===== src/rtl/test_status_monitor_pkg.sv =====
// Shared types and helpers for the multi-hart tohost completion monitor.
// Latency: n/a (types and pure functions only).
// Backpressure: n/a.
package test_status_monitor_pkg;

    // Upper bounds for the generic helpers; a hart word is zero-extended to MAX_XLEN.
    localparam int MAX_XLEN = 64;
    localparam int MAX_BUS  = 1024;

    typedef enum logic [1:0] {
        ST_IDLE = 2'd0,
        ST_RUN  = 2'd1,
        ST_DONE = 2'd2
    } state_e;

    // tohost word split into the completion bit and the test code (0 means pass).
    typedef struct packed {
        logic                  done;
        logic [MAX_XLEN-2:0]   code;
    } tohost_dec_t;

    function automatic tohost_dec_t tohost_decode(input logic [MAX_XLEN-1:0] word);
        tohost_dec_t dec;
        dec.done = word[0];
        dec.code = word[MAX_XLEN-1:1];
        return dec;
    endfunction

    // Extract channel idx of the given width from a packed bus, hart 0 in the LSBs.
    function automatic logic [MAX_XLEN-1:0] hart_slice(input logic [MAX_BUS-1:0] bus,
                                                       input int unsigned       idx,
                                                       input int unsigned       width);
        logic [MAX_BUS-1:0] mask;
        mask = (MAX_BUS'(1) << width) - MAX_BUS'(1);
        return MAX_XLEN'((bus >> (idx * width)) & mask);
    endfunction

endpackage


===== src/rtl/tohost_hart_tracker.sv =====
// Per-hart completion tracker: latches done, fail and the failing test code.
// Latency: latched flags visible one cycle after the sampled tohost word.
// Backpressure: none; once done, the hart's tohost is ignored until the next run.
module tohost_hart_tracker
    import test_status_monitor_pkg::*;
#(
    parameter int XLEN = 32
) (
    input  logic                clock,
    input  logic                reset_n,
    input  logic                run_clear,
    input  logic                run_active,
    input  logic [MAX_XLEN-1:0] word,
    output logic                done_o,
    output logic                fail_o,
    output logic [XLEN-2:0]     code_o,
    output logic                done_now,
    output logic                fail_now
);

    tohost_dec_t     dec;
    logic            done_q, done_d;
    logic            fail_q, fail_d;
    logic [XLEN-2:0] code_q, code_d;

    assign dec = tohost_decode(word);

    // Detect this cycle's completion and compute the next latch contents.
    always_comb begin
        done_now = run_active && !done_q && dec.done;
        fail_now = done_now && (dec.code != '0);
        done_d   = done_q;
        fail_d   = fail_q;
        code_d   = code_q;
        if (run_clear) begin
            done_d = 1'b0;
            fail_d = 1'b0;
            code_d = '0;
        end else if (done_now) begin
            done_d = 1'b1;
            if (fail_now) begin
                fail_d = 1'b1;
                code_d = dec.code[XLEN-2:0];
            end
        end
    end

    // Latch registers, cleared by reset and at the start of every run.
    always_ff @(posedge clock) begin
        if (!reset_n) begin
            done_q <= 1'b0;
            fail_q <= 1'b0;
            code_q <= '0;
        end else begin
            done_q <= done_d;
            fail_q <= fail_d;
            code_q <= code_d;
        end
    end

    assign done_o = done_q;
    assign fail_o = fail_q;
    assign code_o = code_q;

endmodule


===== config.mk =====
export PLATFORM = sky130hd
export DESIGN_NAME = tohost_hart_tracker
export DESIGN_NICKNAME = d
export VERILOG_FILES = /design/src/rtl/test_status_monitor_pkg.sv /design/src/rtl/tohost_hart_tracker.sv
export SDC_FILE = /design/constraint.sdc
export NUM_CORES = 1
export LEC_CHECK = 0
export CORE_ASPECT_RATIO = 0.6
export CORE_MARGIN = 10
export CORE_UTILIZATION = 37
export CTS_CLUSTER_DIAMETER = 150
export DETAILED_ROUTE_END_ITERATION = 16
export GPL_TIMING_DRIVEN = 1
export PLACE_DENSITY = 0.81
export SLEW_MARGIN = 10
export SYNTH_ARGS = -nofsm -noshare
export SYNTH_HDL_FRONTEND = slang
export SYNTH_SLANG_ARGS = --single-unit

===== constraint.sdc =====
create_clock -name clock -period 4.9 [get_ports clock]
set_input_delay 0.98 -clock clock [delete_from_list [all_inputs] [get_ports clock]]
set_output_delay 0.98 -clock clock [all_outputs]
set_load 0.01 [all_outputs]

==> results.md, run 1 <==
- TritonRoute pass-1 iters: 4
- Syn Inst Count: between 150 and 200
- Final Hold Viols: 0
- Sequential share of the synthesized area: a little under half
- Initial Util: between 30 and 40%
- Fill count: 305
- Core Rows: 17
- Multi-input gate area: roughly 740 sq um
- Commonest register cell after synthesis: dfxtp_1
- RSZ-0062 raised after global routing: false
- Root Buffer: clkbuf_8
- WP data required: 3.92 ns
- Count leader, synth: nand2_1
- CTS Sinks: 33
- H-tree levels: 2
- Initial antenna violation count: 0
- Post-CTS Resized: 0
- Reg2reg setup slack: around 3.5 ns
- Vias/cell: 4.80
- Placed cell area: 2490 sq um
- Min-delay worst type: register to register
- Critical Path AT: roughly 2.8 ns
- Slew of the pin with the lowest slew margin: between 0.5 and 0.6 ns
- DR vias: about 1.5k
- IO buf count: between 100 and 150
- Wire per inst: about 16 um
- Setup Viol. Count Final: 0
- Remaining global-route overflow: 0
- Crit share post-route: between 70 and 80%
- Top routing layer in use: met4
- Clk_lat worst skew: around 0.28 ns
- Top cells by area, synth: dfxtp_1, mux2i_1, nand2_1
- Fraction of registers with async set or reset after synthesis: 0%
- Result of the run: finished clean
- Die area: 6880 sq um
- Synthesized cell area: 1440 sq um
- Pwr Total: roughly 0.59 mW
- CTS tree: done
- Largest net degree at the start of global routing: 65
- # diodes: 0
- First-pass GRT wire length: about 7300 um
- I/O Pins: ~100
- Layout cells sized above 1: 4.15%
- Slew Viols, Final: 0
- Max Cap Viol: 0
- Final instance area: 2580 sq um
- Hold_ws: approximately 0.46 ns
- Worst-path fanout max: 2
- DIE HEIGHT: between 60 and 70 um
- Number of synthesized flops with an enable pin: 0
- WL final: 4910 um
- Iteration-0 DRC Markers: between 50 and 60
- Pwr dens: 230 nW/um^2
- Final antenna-violating net count: 0
- Worst Clk Skew: a little under 0.004 ns
- Ys Warns: 0
- WL met1: 2030 um
- Die X: ~100 um
- Shortest period the worst path allows: about 3.8 ns
- Hold buffers post-CTS: 0
- Yosys reg bits: 33
- Post-DP HPWL: about 4000 um
- TNS Setup: 0 ns
- Core Area: roughly 3700 sq um
- Pleak: about 0.9 nW
- Area leader, netlist: dfxtp_1
- Synth-to-layout area growth: 78.7%
- TritonCTS Buffers: 5
- Syn Area/Cell: 8.80 sq um
- Netlist cell types: 14
- Met2 routed WL: around 2100 um
- CP Capture Type: output port
- Slew headroom: around three fifths
- Vias in the first global route: roughly 1.5k
- Fmax: 262 MHz
- Register Area: around 660 sq um
- Gp weighted congestion: between 0.7 and 0.8
- Post-synth top area share: 45.8%
- Critical path class: input port to output port
- Max Root-Sink Buffers: 2
- Nets: 333
- Post-CTS setup buffers: 0
- Syn Nets: 232
- Clock transition at the registers of the reported paths: 0.06 ns
- Total GRT Usage: between 10 and 15%
- Drt drc: 0
- Top post-synthesis cells by count: nand2_1, dfxtp_1, mux2i_1
- VDD IR max: approximately 0.15 mV
- Routed met3 length: between 600 and 700 um
- Startpoint class of the critical path: input port
stage by stage:
stage | std cells | worst slack [ns] | utilization (%)
2_1_floorplan | 164 | 1.97 | -
3_3_place_gp | 305 | 1.08 | 67.3
3_5_place_dp | 305 | 1.06 | 67.3
4_1_cts | 312 | 1.05 | 69.6
5_1_grt | 312 | 0.914 | 69.6
6_report | 312 | 1.08 | 69.6
cell families after synthesis:
kind of cell | count (synthesis) | synth area share, %
simple gates | 88 | 27.7
flops | 33 | 45.8
mux | 31 | 21.5
buf+inv | 10 | 4.16
compound gates | 2 | 0.867
cells in the final DEF (no fill, tap or decap), drive strengths merged:
master and count:
clkdlybuf4s50 102, nand2 63, dfxtp 33, mux2i 31, nor4 16, clkbuf 7, nand4 4, buf 2
nor3 2, nor2b 2, nor2 1, a21oi 1, o21a 1
cell type report:
class / count / share of cell area, %
clock buffers: 7 / 3.35
well taps: 47 / 2.28
multi-input cells: 121 / 28.5
flip-flops and latches: 33 / 25.6
repair buffers: 104 / 40.2
layer usage:
| layer | track usage (%) | vias to the layer above |
|---|---|---|
| met4 | 5.26 | 0 |
| met1 | 15.1 | 667 |
| met2 | 20.2 | 64 |
| li1 | - | 761 |
| met3 | 10.2 | 7 |
| met5 | 0 | - |
critical path: stages:
cell	delay [ns]
clkdlybuf4s50_1	0.43
nor4_1	0.36
nand4_1	0.23
nor4_2	0.29
nor3_4	0.06
clkdlybuf4s50_1	0.49
state kept, by name, indices dropped and copies added (netlist names):
signal / cells
done_o: 1
fail_o: 1
code_o: 31
where the power goes:
part / leakage, nW / internal (mW) / switching [mW]
registers: 0.267 / 0.275 / 0.00325
clock network: 0.0443 / 0.111 / 0.0919
logic: 0.593 / 0.0725 / 0.0393
total: 0.905 / 0.458 / 0.134
path summary, 6_finish.rpt:
path,from,to,depth (start not counted)
max,word[6],fail_now,6
max reg2reg,done_o,code_o[27],3
min reg2reg,code_o[2],code_o[2],2
min,code_o[2],code_o[2],2
(Power assumes the default switching activity.)
==> run 2, diff against run 1 <==
--- a/config.mk
+++ b/config.mk
@@ -7,11 +7,11 @@
 export LEC_CHECK = 0
 export CORE_ASPECT_RATIO = 0.6
 export CORE_MARGIN = 10
-export CORE_UTILIZATION = 37
+export CORE_UTILIZATION = 34
 export CTS_CLUSTER_DIAMETER = 150
 export DETAILED_ROUTE_END_ITERATION = 16
 export GPL_TIMING_DRIVEN = 1
-export PLACE_DENSITY = 0.81
+export PLACE_DENSITY = 0.75
 export SLEW_MARGIN = 10
 export SYNTH_ARGS = -nofsm -noshare
 export SYNTH_HDL_FRONTEND = slang
==> constraint.sdc (replaced) <==
create_clock -name clock -period 3.95 [get_ports clock]
set_input_delay 0.79 -clock clock [delete_from_list [all_inputs] [get_ports clock]]
set_output_delay 0.79 -clock clock [all_outputs]
set_load 0.01 [all_outputs]
==> results.md, run 2 (synthesized netlist as in run 1, its figures left out) <==
- Post-CTS Resized: 0 (unchanged)
- H-tree levels: 2 (unchanged)
- IO buf count: 102 (unchanged)
- Startpoint class of the critical path: input port (unchanged)
- Wire per inst: 15.1 um (was 15.7 um)
- Crit share post-route: 86.5%
- Slowest cell delay on critical path: 0.49 ns (about the same)
- Slew of the pin with the lowest slew margin: 0.543 ns (was 0.597 ns)
- Worst-path fanout max: 2 (unchanged)
- CP delay by family, top: simple AND/OR/NAND/NOR gates (unchanged)
- Gp weighted congestion: 0.747 (was 0.735)
- Pleak: 0.920 nW (was 0.905 nW)
- Placed cell area: 2510 sq um (was 2490 sq um)
- Most frequent CP cell: clkdlybuf4s50_1 (unchanged)
- Nets: 334 (was 333)
- Worst hold path depth: 2 (unchanged)
- Drt drc: 0 (unchanged)
- Layout cells sized above 1: 5.24% (was 4.15%)
- First-pass GRT wire length: 7660 um (was 7310 um)
- Worst-case reg-to-reg path depth: 3 (unchanged)
- TNS Setup: 0 ns (unchanged)
- I/O Pins: 103 (unchanged)
- Clock transition at the registers of the reported paths: 0.07 ns (was 0.06 ns)
- Result of the run: finished clean (unchanged)
- Post-DP HPWL: 4020 um (was 3950 um)
- Critical Path AT: 2.63 ns (was 2.84 ns)
- WP data required: 3.16 ns (was 3.92 ns)
- Synth-to-layout area growth: 81.4% (was 78.7%)
- Hold buffers post-CTS: 0 (unchanged)
- Vias in the first global route: 1533 (was 1481)
- RSZ-0062 raised after global routing: false (unchanged)
- Remaining global-route overflow: 0 (unchanged)
- Die X: 104 um (was 101 um)
- Commonest non-fill, non-tap cell in the layout: clkdlybuf4s50_1 (unchanged)
- # diodes: 0 (unchanged)
- Hold path start: code_o[25] (was code_o[2])
- Critical path class: input port to output port (unchanged)
- DR vias: 1511 (was 1499)
- TritonRoute pass-1 iters: 4 (unchanged)
- Fmax: between 200 and 300 MHz
- Min-delay worst type: register to register (unchanged)
- WL final: 4920 um (was 4910 um)
- Core Area: 4100 sq um (was 3700 sq um)
- Vias/cell: 4.62 (was 4.80)
- CTS Sinks: 33 (unchanged)
- Max reg flops: 31 (unchanged)
- Initial antenna violation count: 0 (unchanged)
- Worst Clk Skew: 0.00245 ns (was 0.00384 ns)
- Max Root-Sink Buffers: 2 (unchanged)
- Die area: 7330 sq um (was 6880 sq um)
- Slew headroom: 63.8% (was 60.2%)
- Hold path endpoint: code_o[25] (was code_o[2])
- Worst Path Buf+Inv: 2 (unchanged)
- Slew Viols, Final: 0 (unchanged)
- Most frequent cells in the layout: clkdlybuf4s50_1, nand2_1, dfxtp_1 (unchanged)
- Critical Path Start: word[23] (was word[6])
- Slowest cell on the critical path: clkdlybuf4s50_1 (unchanged)
- CTS tree: done (unchanged)
- CP Capture Type: output port (unchanged)
- Core Rows: 18 (was 17)
- Pwr dens: 292 nW/um^2 (was 230 nW/um^2)
- Final antenna-violating net count: 0 (unchanged)
- R2r startpoint: done_o (unchanged)
- Root Buffer: clkbuf_8 (unchanged)
- TritonCTS Buffers: 5 (unchanged)
- VDD IR max: 0.127 mV (was 0.146 mV)
- Cells along the critical path: clkdlybuf4s50_1 > nor4_1 > nand4_1 > nor4_2 > nor3_4 > clkdlybuf4s50_1 (unchanged)
- Iteration-0 DRC Markers: 37 (was 51)
- Reg2reg setup slack: 2.57 ns (was 3.53 ns)
- Max Cap Viol: 0 (unchanged)
- Reg-to-Reg End: code_o[18] (was code_o[27])
- Clk_lat worst skew: 0.28 ns (about the same)
- Final Hold Viols: 0 (unchanged)
- Fill count: 365 (was 305)
- DIE HEIGHT: 70.5 um (was 68.4 um)
- Final instance area: 2620 sq um (was 2580 sq um)
- Initial Util: 35.2% (was 39.0%)
- Largest net degree at the start of global routing: 33 (was 65)
- Shortest period the worst path allows: about 3.4 ns
- Total GRT Usage: 12.8% (was 13.7%)
- Post-CTS setup buffers: 0 (unchanged)
- Setup Viol. Count Final: 0 (unchanged)
[run 2: cell types whose count changed in the layout (fill, tap and decap cells not counted), sizes merged]
cell and delta:
buf +1, clkinv +1
[run 2: metrics by stage]
step	hold slack [ns]	power, mW	setup slack [ns]	utilization (%)	std cells
finish	0.455	0.763	0.534	63.8	327
global placement	0.442	0.492	0.523	61.4	319
global route	0.481	0.797	0.391	63.8	327
detailed placement	0.447	0.493	0.485	61.4	319
floorplan	0.479	0.396	1.40	-	164
CTS	0.458	0.773	0.487	63.8	327
[run 2: area by class of cell]
cell class                 count  area [sq um]  area share [%]
timing repair buffer         105          1040            39.9
multi-input combinational    121           736            28.1
tap                           60          75.1            2.87
sequential                    33           661            25.3
clock inverter                 1          5.00           0.191
clock buffer                   7          96.3            3.68
[run 2: tightest hold or removal path, cell delays in order, from the launching register on]
cell and delay [ns]:
dfxtp_1 0.31, nand2_1 0.05, mux2i_1 0.05
[run 2: worst max-delay path by stage]
stage	to	slack [ns]	depth (start not counted)
finish	fail_now	0.53	6
global route	fail_now	0.39	6
CTS	fail_now	0.49	6
detailed placement	fail_now	0.49	6
global placement	fail_now	0.52	6
floorplan	fail_now	1.40	5
[run 2: where the power goes]
part | leakage (nW) | total [mW] | internal, mW | switching, mW
sequential | 0.267 | 0.345 | 0.341 | 0.00418
clock | 0.0542 | 0.279 | 0.157 | 0.121
combinational | 0.598 | 0.139 | 0.0906 | 0.0485
total | 0.920 | 0.763 | 0.589 | 0.174
[run 2: routing by layer]
| layer | routed length (um) | track usage, % | up-vias |
|---|---|---|---|
| li1 | - | - | 763 |
| met1 | 2230 | 14.7 | 686 |
| met2 | 2210 | 20.2 | 58 |
| met3 | 463 | 7.23 | 4 |
| met4 | 17 | 3.23 | 0 |
| met5 | 0 | 0 | - |
